===== src/rtl/matmul_sequencer_if.sv =====
// matmul_sequencer_if: handshake bundle between the matrix sequencer and its
// environment (receive buffer, multiplier, transmitter).
//   i_recvd      receive buffer holds a complete 9-byte matrix (pulse)
//   o_load_a/b   capture buffer into matrix A / B (pulse)
//   o_mm_trigger start the multiplier (pulse)
//   i_mm_ready   multiplier result valid (level)
//   o_tx_start   request transmission of the result (level)
//   i_tx_busy    transmitter busy, asynchronous to the sequencer clock
//   o_state      current sequencer state, for debug/LEDs
//   o_overrun    sticky: matrix arrived while not waiting for one
//   o_abort      timeout abort (pulse)
// master = sequencer side, slave = environment side.
interface matmul_sequencer_if;
  logic       i_recvd;
  logic       o_load_a;
  logic       o_load_b;
  logic       o_mm_trigger;
  logic       i_mm_ready;
  logic       o_tx_start;
  logic       i_tx_busy;
  logic [2:0] o_state;
  logic       o_overrun;
  logic       o_abort;

  modport master (
    input  i_recvd, i_mm_ready, i_tx_busy,
    output o_load_a, o_load_b, o_mm_trigger, o_tx_start, o_state, o_overrun, o_abort
  );

  modport slave (
    output i_recvd, i_mm_ready, i_tx_busy,
    input  o_load_a, o_load_b, o_mm_trigger, o_tx_start, o_state, o_overrun, o_abort
  );
endinterface


===== src/rtl/matmul_sequencer.sv =====
// matmul_sequencer: collects matrix A then matrix B from the receive buffer,
// triggers the multiplier, waits for its result and hands it to the
// transmitter, then waits for the transmitter to finish.
// Ports:
//   i_clk  system clock, rising edge
//   i_rst  asynchronous active-high reset, release taken synchronously
//   bus    matmul_sequencer_if.master (see interface for signal list)
// Parameter TIMEOUT_CYCLES: MUL / TX_ACK abort limit, only used when the
// macro SEQ_TIMEOUT_EN is defined; otherwise no counter is built and o_abort
// is tied low.
module matmul_sequencer #(
  parameter int unsigned TIMEOUT_CYCLES = 4096
) (
  input  logic                 i_clk,
  input  logic                 i_rst,
  matmul_sequencer_if.master   bus
);

  localparam int unsigned CNT_W = 16;

  typedef enum logic [2:0] {
    WAIT_A  = 3'd0,
    WAIT_B  = 3'd1,
    MUL     = 3'd2,
    TX_ACK  = 3'd3,
    TX_DONE = 3'd4
  } state_e;

  // Counter is 16 bits wide, so the limit must fit in it.
  if (TIMEOUT_CYCLES < 2 || TIMEOUT_CYCLES > 65536) begin : g_bad_timeout
    $error("TIMEOUT_CYCLES out of range");
  end

  state_e state_q, state_d;
  logic   load_a_q, load_a_d;
  logic   load_b_q, load_b_d;
  logic   trig_q, trig_d;
  logic   tx_start_q, tx_start_d;
  logic   overrun_q, overrun_d;
  logic   busy_meta_q, busy_meta_d;
  logic   busy_sync_q, busy_sync_d;
  logic   run_q, run_d;
`ifdef SEQ_TIMEOUT_EN
  logic             abort_q, abort_d;
  logic [CNT_W-1:0] cnt_q, cnt_d;
`endif

  // Next-state and registered-output logic.
  always_comb begin
    state_d     = state_q;
    load_a_d    = 1'b0;
    load_b_d    = 1'b0;
    trig_d      = 1'b0;
    tx_start_d  = 1'b0;
    overrun_d   = overrun_q;
    busy_meta_d = bus.i_tx_busy;
    busy_sync_d = busy_meta_q;
    run_d       = 1'b1;
`ifdef SEQ_TIMEOUT_EN
    abort_d     = 1'b0;
    cnt_d       = '0;
`endif

    // run_q holds the FSM idle for the first edge after reset release.
    if (run_q) begin
      case (state_q)
        WAIT_A: begin
          if (bus.i_recvd) begin
            load_a_d = 1'b1;
            state_d  = WAIT_B;
          end
        end
        WAIT_B: begin
          if (bus.i_recvd) begin
            load_b_d = 1'b1;
            state_d  = MUL;
          end
        end
        MUL: begin
          // Trigger follows load_b; readiness before/at the trigger is stale.
          trig_d = load_b_q;
          if (bus.i_recvd) overrun_d = 1'b1;
          if (bus.i_mm_ready && !load_b_q && !trig_q) begin
            tx_start_d = 1'b1;
            state_d    = TX_ACK;
          end
        end
        TX_ACK: begin
          if (bus.i_recvd) overrun_d = 1'b1;
          if (busy_sync_q) begin
            state_d = TX_DONE;
          end else begin
            tx_start_d = 1'b1;
          end
        end
        TX_DONE: begin
          if (bus.i_recvd) overrun_d = 1'b1;
          if (!busy_sync_q) state_d = WAIT_A;
        end
        default: state_d = WAIT_A;
      endcase

`ifdef SEQ_TIMEOUT_EN
      // Counts while staying in MUL/TX_ACK; held clear through the first MUL cycle.
      if ((state_q == MUL || state_q == TX_ACK) && state_d == state_q && !load_b_q) begin
        if (cnt_q == CNT_W'(TIMEOUT_CYCLES - 1)) begin
          abort_d    = 1'b1;
          tx_start_d = 1'b0;
          state_d    = WAIT_A;
        end else begin
          cnt_d = cnt_q + CNT_W'(1);
        end
      end
`endif
    end
  end

  // State and output registers.
  always_ff @(posedge i_clk or posedge i_rst) begin
    if (i_rst) begin
      state_q     <= WAIT_A;
      load_a_q    <= 1'b0;
      load_b_q    <= 1'b0;
      trig_q      <= 1'b0;
      tx_start_q  <= 1'b0;
      overrun_q   <= 1'b0;
      busy_meta_q <= 1'b0;
      busy_sync_q <= 1'b0;
      run_q       <= 1'b0;
`ifdef SEQ_TIMEOUT_EN
      abort_q     <= 1'b0;
      cnt_q       <= '0;
`endif
    end else begin
      state_q     <= state_d;
      load_a_q    <= load_a_d;
      load_b_q    <= load_b_d;
      trig_q      <= trig_d;
      tx_start_q  <= tx_start_d;
      overrun_q   <= overrun_d;
      busy_meta_q <= busy_meta_d;
      busy_sync_q <= busy_sync_d;
      run_q       <= run_d;
`ifdef SEQ_TIMEOUT_EN
      abort_q     <= abort_d;
      cnt_q       <= cnt_d;
`endif
    end
  end

  assign bus.o_load_a     = load_a_q;
  assign bus.o_load_b     = load_b_q;
  assign bus.o_mm_trigger = trig_q;
  assign bus.o_tx_start   = tx_start_q;
  assign bus.o_state      = state_q;
  assign bus.o_overrun    = overrun_q;
`ifdef SEQ_TIMEOUT_EN
  assign bus.o_abort      = abort_q;
`else
  assign bus.o_abort      = 1'b0;
`endif

endmodule


===== src/flat_wrapper.sv =====
// flat-port wrapper written by rule: the top's interface ports become plain ports
module matmul_sequencer_flat 
#(
  parameter int unsigned TIMEOUT_CYCLES = 4096
)
  (i_clk, i_rst, bus_i_recvd, bus_i_mm_ready, bus_i_tx_busy, bus_o_load_a, bus_o_load_b, bus_o_mm_trigger, bus_o_tx_start, bus_o_state, bus_o_overrun, bus_o_abort);
  matmul_sequencer_if bus_i ();
  input  logic i_clk;
  input  logic i_rst;
  input wire logic [$bits(bus_i.i_recvd)-1:0] bus_i_recvd;
  input wire logic [$bits(bus_i.i_mm_ready)-1:0] bus_i_mm_ready;
  input wire logic [$bits(bus_i.i_tx_busy)-1:0] bus_i_tx_busy;
  output wire logic [$bits(bus_i.o_load_a)-1:0] bus_o_load_a;
  output wire logic [$bits(bus_i.o_load_b)-1:0] bus_o_load_b;
  output wire logic [$bits(bus_i.o_mm_trigger)-1:0] bus_o_mm_trigger;
  output wire logic [$bits(bus_i.o_tx_start)-1:0] bus_o_tx_start;
  output wire logic [$bits(bus_i.o_state)-1:0] bus_o_state;
  output wire logic [$bits(bus_i.o_overrun)-1:0] bus_o_overrun;
  output wire logic [$bits(bus_i.o_abort)-1:0] bus_o_abort;
  assign bus_i.i_recvd = bus_i_recvd;
  assign bus_i.i_mm_ready = bus_i_mm_ready;
  assign bus_i.i_tx_busy = bus_i_tx_busy;
  assign bus_o_load_a = bus_i.o_load_a;
  assign bus_o_load_b = bus_i.o_load_b;
  assign bus_o_mm_trigger = bus_i.o_mm_trigger;
  assign bus_o_tx_start = bus_i.o_tx_start;
  assign bus_o_state = bus_i.o_state;
  assign bus_o_overrun = bus_i.o_overrun;
  assign bus_o_abort = bus_i.o_abort;
  matmul_sequencer #(.TIMEOUT_CYCLES(TIMEOUT_CYCLES)) u_core (.i_clk(i_clk), .i_rst(i_rst), .bus(bus_i));
endmodule

===== config.mk =====
export PLATFORM = sky130hd
export DESIGN_NAME = matmul_sequencer_flat
export DESIGN_NICKNAME = d
export VERILOG_FILES = /design/src/rtl/matmul_sequencer_if.sv /design/src/rtl/matmul_sequencer.sv /design/src/flat_wrapper.sv
export SDC_FILE = /design/constraint.sdc
export NUM_CORES = 1
export LEC_CHECK = 0
export CORE_AREA = 2 2 39 41
export CTS_CLUSTER_DIAMETER = 150
export DETAILED_ROUTE_END_ITERATION = 10
export DIE_AREA = 0 0 41 43
export PLACE_DENSITY_LB_ADDON = 0.1
export REMOVE_ABC_BUFFERS = 1
export SLEW_MARGIN = 20
export SYNTH_ARGS = -nofsm -noshare
export SYNTH_HDL_FRONTEND = slang
export SYNTH_SLANG_ARGS = --single-unit

===== constraint.sdc =====
create_clock -name i_clk -period 1.2 [get_ports i_clk]
set_clock_uncertainty 0.2 [all_clocks]
set_input_delay 0.12 -clock i_clk [delete_from_list [all_inputs] [get_ports i_clk]]
set_output_delay 0.12 -clock i_clk [all_outputs]
set_load 0.05 [all_outputs]

* Yosys cells after proc, flatten, opt, wreduce, memory -nomap -nowiden
Index checks and enable logic that the tools add are counted.
** Operators by class
- Equality and inequality tests :: 9
- Reductions and logical operators :: 8
- Multiplexer cells :: 17
** Operators by type and width (number)
- 2-to-1 mux 3 bit :: 5
- one-hot mux 3 bit (5 select lines) :: 1
- 2-to-1 mux 1 bit :: 10
- equality test 3 x 2 -> 1 bit, second input constant :: 2
- inequality test 2 bit, second input constant :: 3
- AND reduction 6 bit :: 1
- inequality test 2 x 1 -> 1 bit, second input constant :: 2
- equality test 3 x 1 -> 1 bit, second input constant :: 1
- equality test 3 bit, second input constant :: 1
- zero test 3 bit :: 1
- AND reduction 3 bit :: 1
- OR reduction 3 bit :: 1
- logical AND 1 bit :: 2
- zero test 1 bit :: 2
- one-hot mux 1 bit (2 select lines) :: 1
** Storage, ports and cells
- Word-level logic and storage cells :: 43
- Output and inout bits :: 9
- Flip-flop bits (word level) :: 11
- Input port bits :: 5

* Depth between registers and ports, before layout
- Depth in word-level cells :: 6
- Depth in mapped cells :: 4
- Gate-level depth less buffers :: 3

* Least setup slack after synthesis
Ideal clock, no wire load.
- Kind :: register to register
- Start point :: register u_core.state_q[0] (netlist: u_core.bus.o_state[0])
- End point :: register u_core.overrun_q (netlist: u_core.bus.o_overrun)
- Cell stages (with the launch flop) :: 5
- Setup time :: 0.120 ns
- Path buffers :: 1
- Data required time :: 0.880 ns
- Setup slack :: -0.472 ns
- Arrival :: 1.353 ns
- Clock period less this slack :: 1.672 ns
- Cells stage by stage :: dfrtp_1 -> buf_4 -> nor2_2 -> mux2_2 -> a31o_1
** On the way
- Cells in the longest elaborated chain, start to end :: 3
- Elaborated cells between the ends (all ways) :: 5
- Those cells by class :: eq/ne (3); reduce/logical (2)
** RTL lines
- start, declared :: line matmul_sequencer.sv:34 : state_e state_q, state_d;
- start signal, assigned :: line matmul_sequencer.sv:135 : state_q <= state_d;
- equality test 3 x 2 -> 1 bit / equality test 3 bit (equally long branches) :: line matmul_sequencer.sv:66 : case (state_q)
- OR reduction 3 bit (no source line) *
- AND reduction 3 bit (no source line) *
- end signal, assigned :: line matmul_sequencer.sv:140 : overrun_q <= overrun_d;
- end, declared :: line matmul_sequencer.sv:39 : logic overrun_q, overrun_d;
Mark *: on every way between the ends. The rest lies on a longest branch, timed or not.
A chain may end at the register's enable or synchronous reset.

* Worst setup path in the final report
- Start point :: register u_core.state_q[2] (netlist: u_core.bus.o_state[2])
- End point :: output port bus_o_state[2]
** RTL lines
- end, declared :: line flat_wrapper.sv:17 : output wire logic [$bits(bus_i.o_state)-1:0] bus_o_state;
No word-level cell between the ends.

==> summary.md <==
| Metric | Value |
|---|---|
| Status | finished, violations left |
| Failing checks | hold timing, setup timing |
| Final worst setup slack | -125 ps |
| GPL Wtd Cong | 0.785 |
| Max VDD drop | 1170 µV |
| CTS tree | done |
| Pre-CTS WS | -251 ps |
| FF-to-FF setup slack | -110 ps |
| CP endpoint kind | output port |
| Netlist cell types | 23 |
| Synth top area share | 0.591 |
| Num CTS Buffers | 3 |
| HP Class | in -> async |
| Critical path arrival | 1000 ps |
| Reg clk slew, reported paths | 70 ps |
| Fin nets | 72 |
| Final hold vios | 11 |
| Row count | 14 |
| CTS root buf | clkbuf_4 |
| Largest cells by area after synthesis | dfrtp_1 (59%), buf_4 (3.2%), and3_1 (2.7%) |
| DR vias/cell | 4.70 |
| Final setup violation count | 9 |
| RSZ-0062 raised after global routing | true |
| IO Pins | 14 |
| Cell Pwr Density | 2200 nW/µm² |
| Minimum clock period | 1320 ps |
| Post-synthesis cell count | 41 |
| Max Fclk | 755 MHz |
| Register bit total from synthesis | 11 |
| Fin area | 828 µm² |
| WHS | -63.1 ps |
| Routed wire length | 988 µm |
| First-pass GRT wire length | 1500 µm |
| Register area share after synthesis | 0.591 |
| Max incr delay on CP | 460 ps |
| CP max FO | 5 |
| GRT Overall Usage | 0.134 |
| Final cycle utilization of the critical path | 1.10 |
| DP Wirelength | 735 µm |
| Max-cap violations | 0 |
| Fin Setup TNS | -715 ps |
| Area grow syn2layout | 78.0% |
| Latest clock arrival within the worst-skew pair | 270 ps |
| Leak | 0.387 nW |
| Initial antenna violation count | 0 |
| Clk sinks | 11 |
| Grt ovf | 0 |
| Die Wd | 41 µm |
| # diodes | 0 |
| Detail Route Antenna Nets | 0 |
| Die H | 43 µm |
| Setup CP Type | reg -> out |
| Drt first pass iters | 4 |
| Initial DRC count | 5 |
| CP required | 880 ps |
| Die area | 1760 µm² |
| Critical Path Source Type | flip-flop |
| Layout cell share with drive strength beyond 1 | 0.485 |
| Most frequent cells in the layout | buf_12 (8), dfrtp_1 (8), buf_4 (6) |
| CP max-delay cell | dfrtp_2 |
| Yosys warnings | 0 |
| Avg WL per Cell | 12.0 µm |
| Vias in the first global route | 349 |
| DRC viols | 0 |
| Syn_area_per_cell | 11.4 µm² |
| Largest area contributor in the netlist | dfrtp_1 |
| Via count | 385 |
| Mapped cell area | 465 µm² |
| CP Cell Sequence | buf_6 > buf_12 |
| Slew Viols, Final | 0 |
| Core area | 1380 µm² |
| H-tree levels | 1 |
| DP Area | 746 µm² |
| Port-buffer cells | 12 |
| Pin count of the biggest net entering global routing | 12 |
| CTS Buffer Depth | 2 |
| Starting Density | 0.336 |
-- final cells by class --
cell class	count	area, µm²
multi-input combinational	25	190
fill	122	556
sequential	11	279
inverter	3	11.3
timing repair buffer	23	302
clock buffer	4	26.3
tap	16	20.0
-- report_power, final --
part	internal [W]	switching, W
logic	0.000545	0.000464
clock network	0.000129	0.000121
registers	0.000449	0.000113
-- layer usage --
metal / vias to the layer above / track usage / part of all wire / wire length [µm]
met1: 179 / 0.150 / 0.39 / 382
li1: 188 / - / - / -
met3: 4 / 0.0471 / 0.052 / 51
met5: - / 0 / 0 / 0
met2: 14 / 0.206 / 0.53 / 526
met4: 0 / 0.0800 / 0.027 / 27
-- cell families (layout without fill, tap and decap cells) --
family	after synthesis	after routing	synth area share
buffers and inverters	5	30	0.0564
AND/OR/NAND/NOR	13	13	0.177
flip-flops	11	11	0.591
multiplexers	1	1	0.0242
AO/OA/AOI/OAI	9	9	0.134
other	2	2	0.0161
-- cells in the mapped netlist --
| cell | number |
|---|---|
| dfrtp_1 | 11 |
| inv_1 | 3 |
| a21oi_1 | 2 |
| and3_1 | 2 |
| buf_4 | 2 |
| conb_1 | 2 |
| nand2_1 | 2 |
| nor2b_1 | 2 |
| a21bo_2 | 1 |
| a21boi_0 | 1 |
| a21o_1 | 1 |
| a31o_1 | 1 |
| mux2_2 | 1 |
| nand2b_1 | 1 |
| nand3b_1 | 1 |
| nor2_1 | 1 |
| nor2_2 | 1 |
| nor3b_1 | 1 |
| nor4b_1 | 1 |
| nor4bb_1 | 1 |
| o211ai_1 | 1 |
| o21ai_1 | 1 |
| o22ai_1 | 1 |
-- critical path, delay by kind of cell (launching register included) --
kind	cells	cell delay (ps)
buffers and inverters	2	270
flip-flops	1	460
-- repair_timing --
item                                    4_1_cts  5_1_grt
endpoints found under the setup margin       11       12
pin swaps                                     0        1
buffers inserted                              1        0
hold endpoints to repair                     11       11
gates resized for setup                       8        7
-- registers in the layout, summed over array words and instances (netlist names) --
register / cells
u_core.bus.o_tx_start: 1
u_core.busy_sync_q: 1
u_core.busy_meta_q: 1
u_core.bus.o_load_a: 1
u_core.bus.o_mm_trigger: 1
u_core.bus.o_overrun: 1
u_core.bus.o_load_b: 1
u_core.bus.o_state: 3
u_core.run_q: 1
-- final timing paths --
check	start	endpoint	cells past startpoint
min in group i_clk	bus_i_tx_busy	u_core.busy_meta_q	1
worst min-delay path	i_rst	u_core.bus.o_overrun	2
worst min register to register	u_core.busy_meta_q	u_core.busy_sync_q	0
worst max register to register	u_core.bus.o_state[2]	u_core.bus.o_overrun	2
worst max-delay path	u_core.bus.o_state[2]	bus_o_state[2]	2
max in group asynchronous	i_rst	u_core.bus.o_state[0]	2
-- per-stage QoR --
stage,utilization,cells,total power [W]
CTS,0.581,82,0.00178
global placement,0.539,77,0.00144
finish,0.599,82,0.00182
floorplan,-,39,0.000948
global route,0.599,82,0.00192
detailed placement,0.539,77,0.00146
Note: power is estimated with default switching activity, not from simulation.
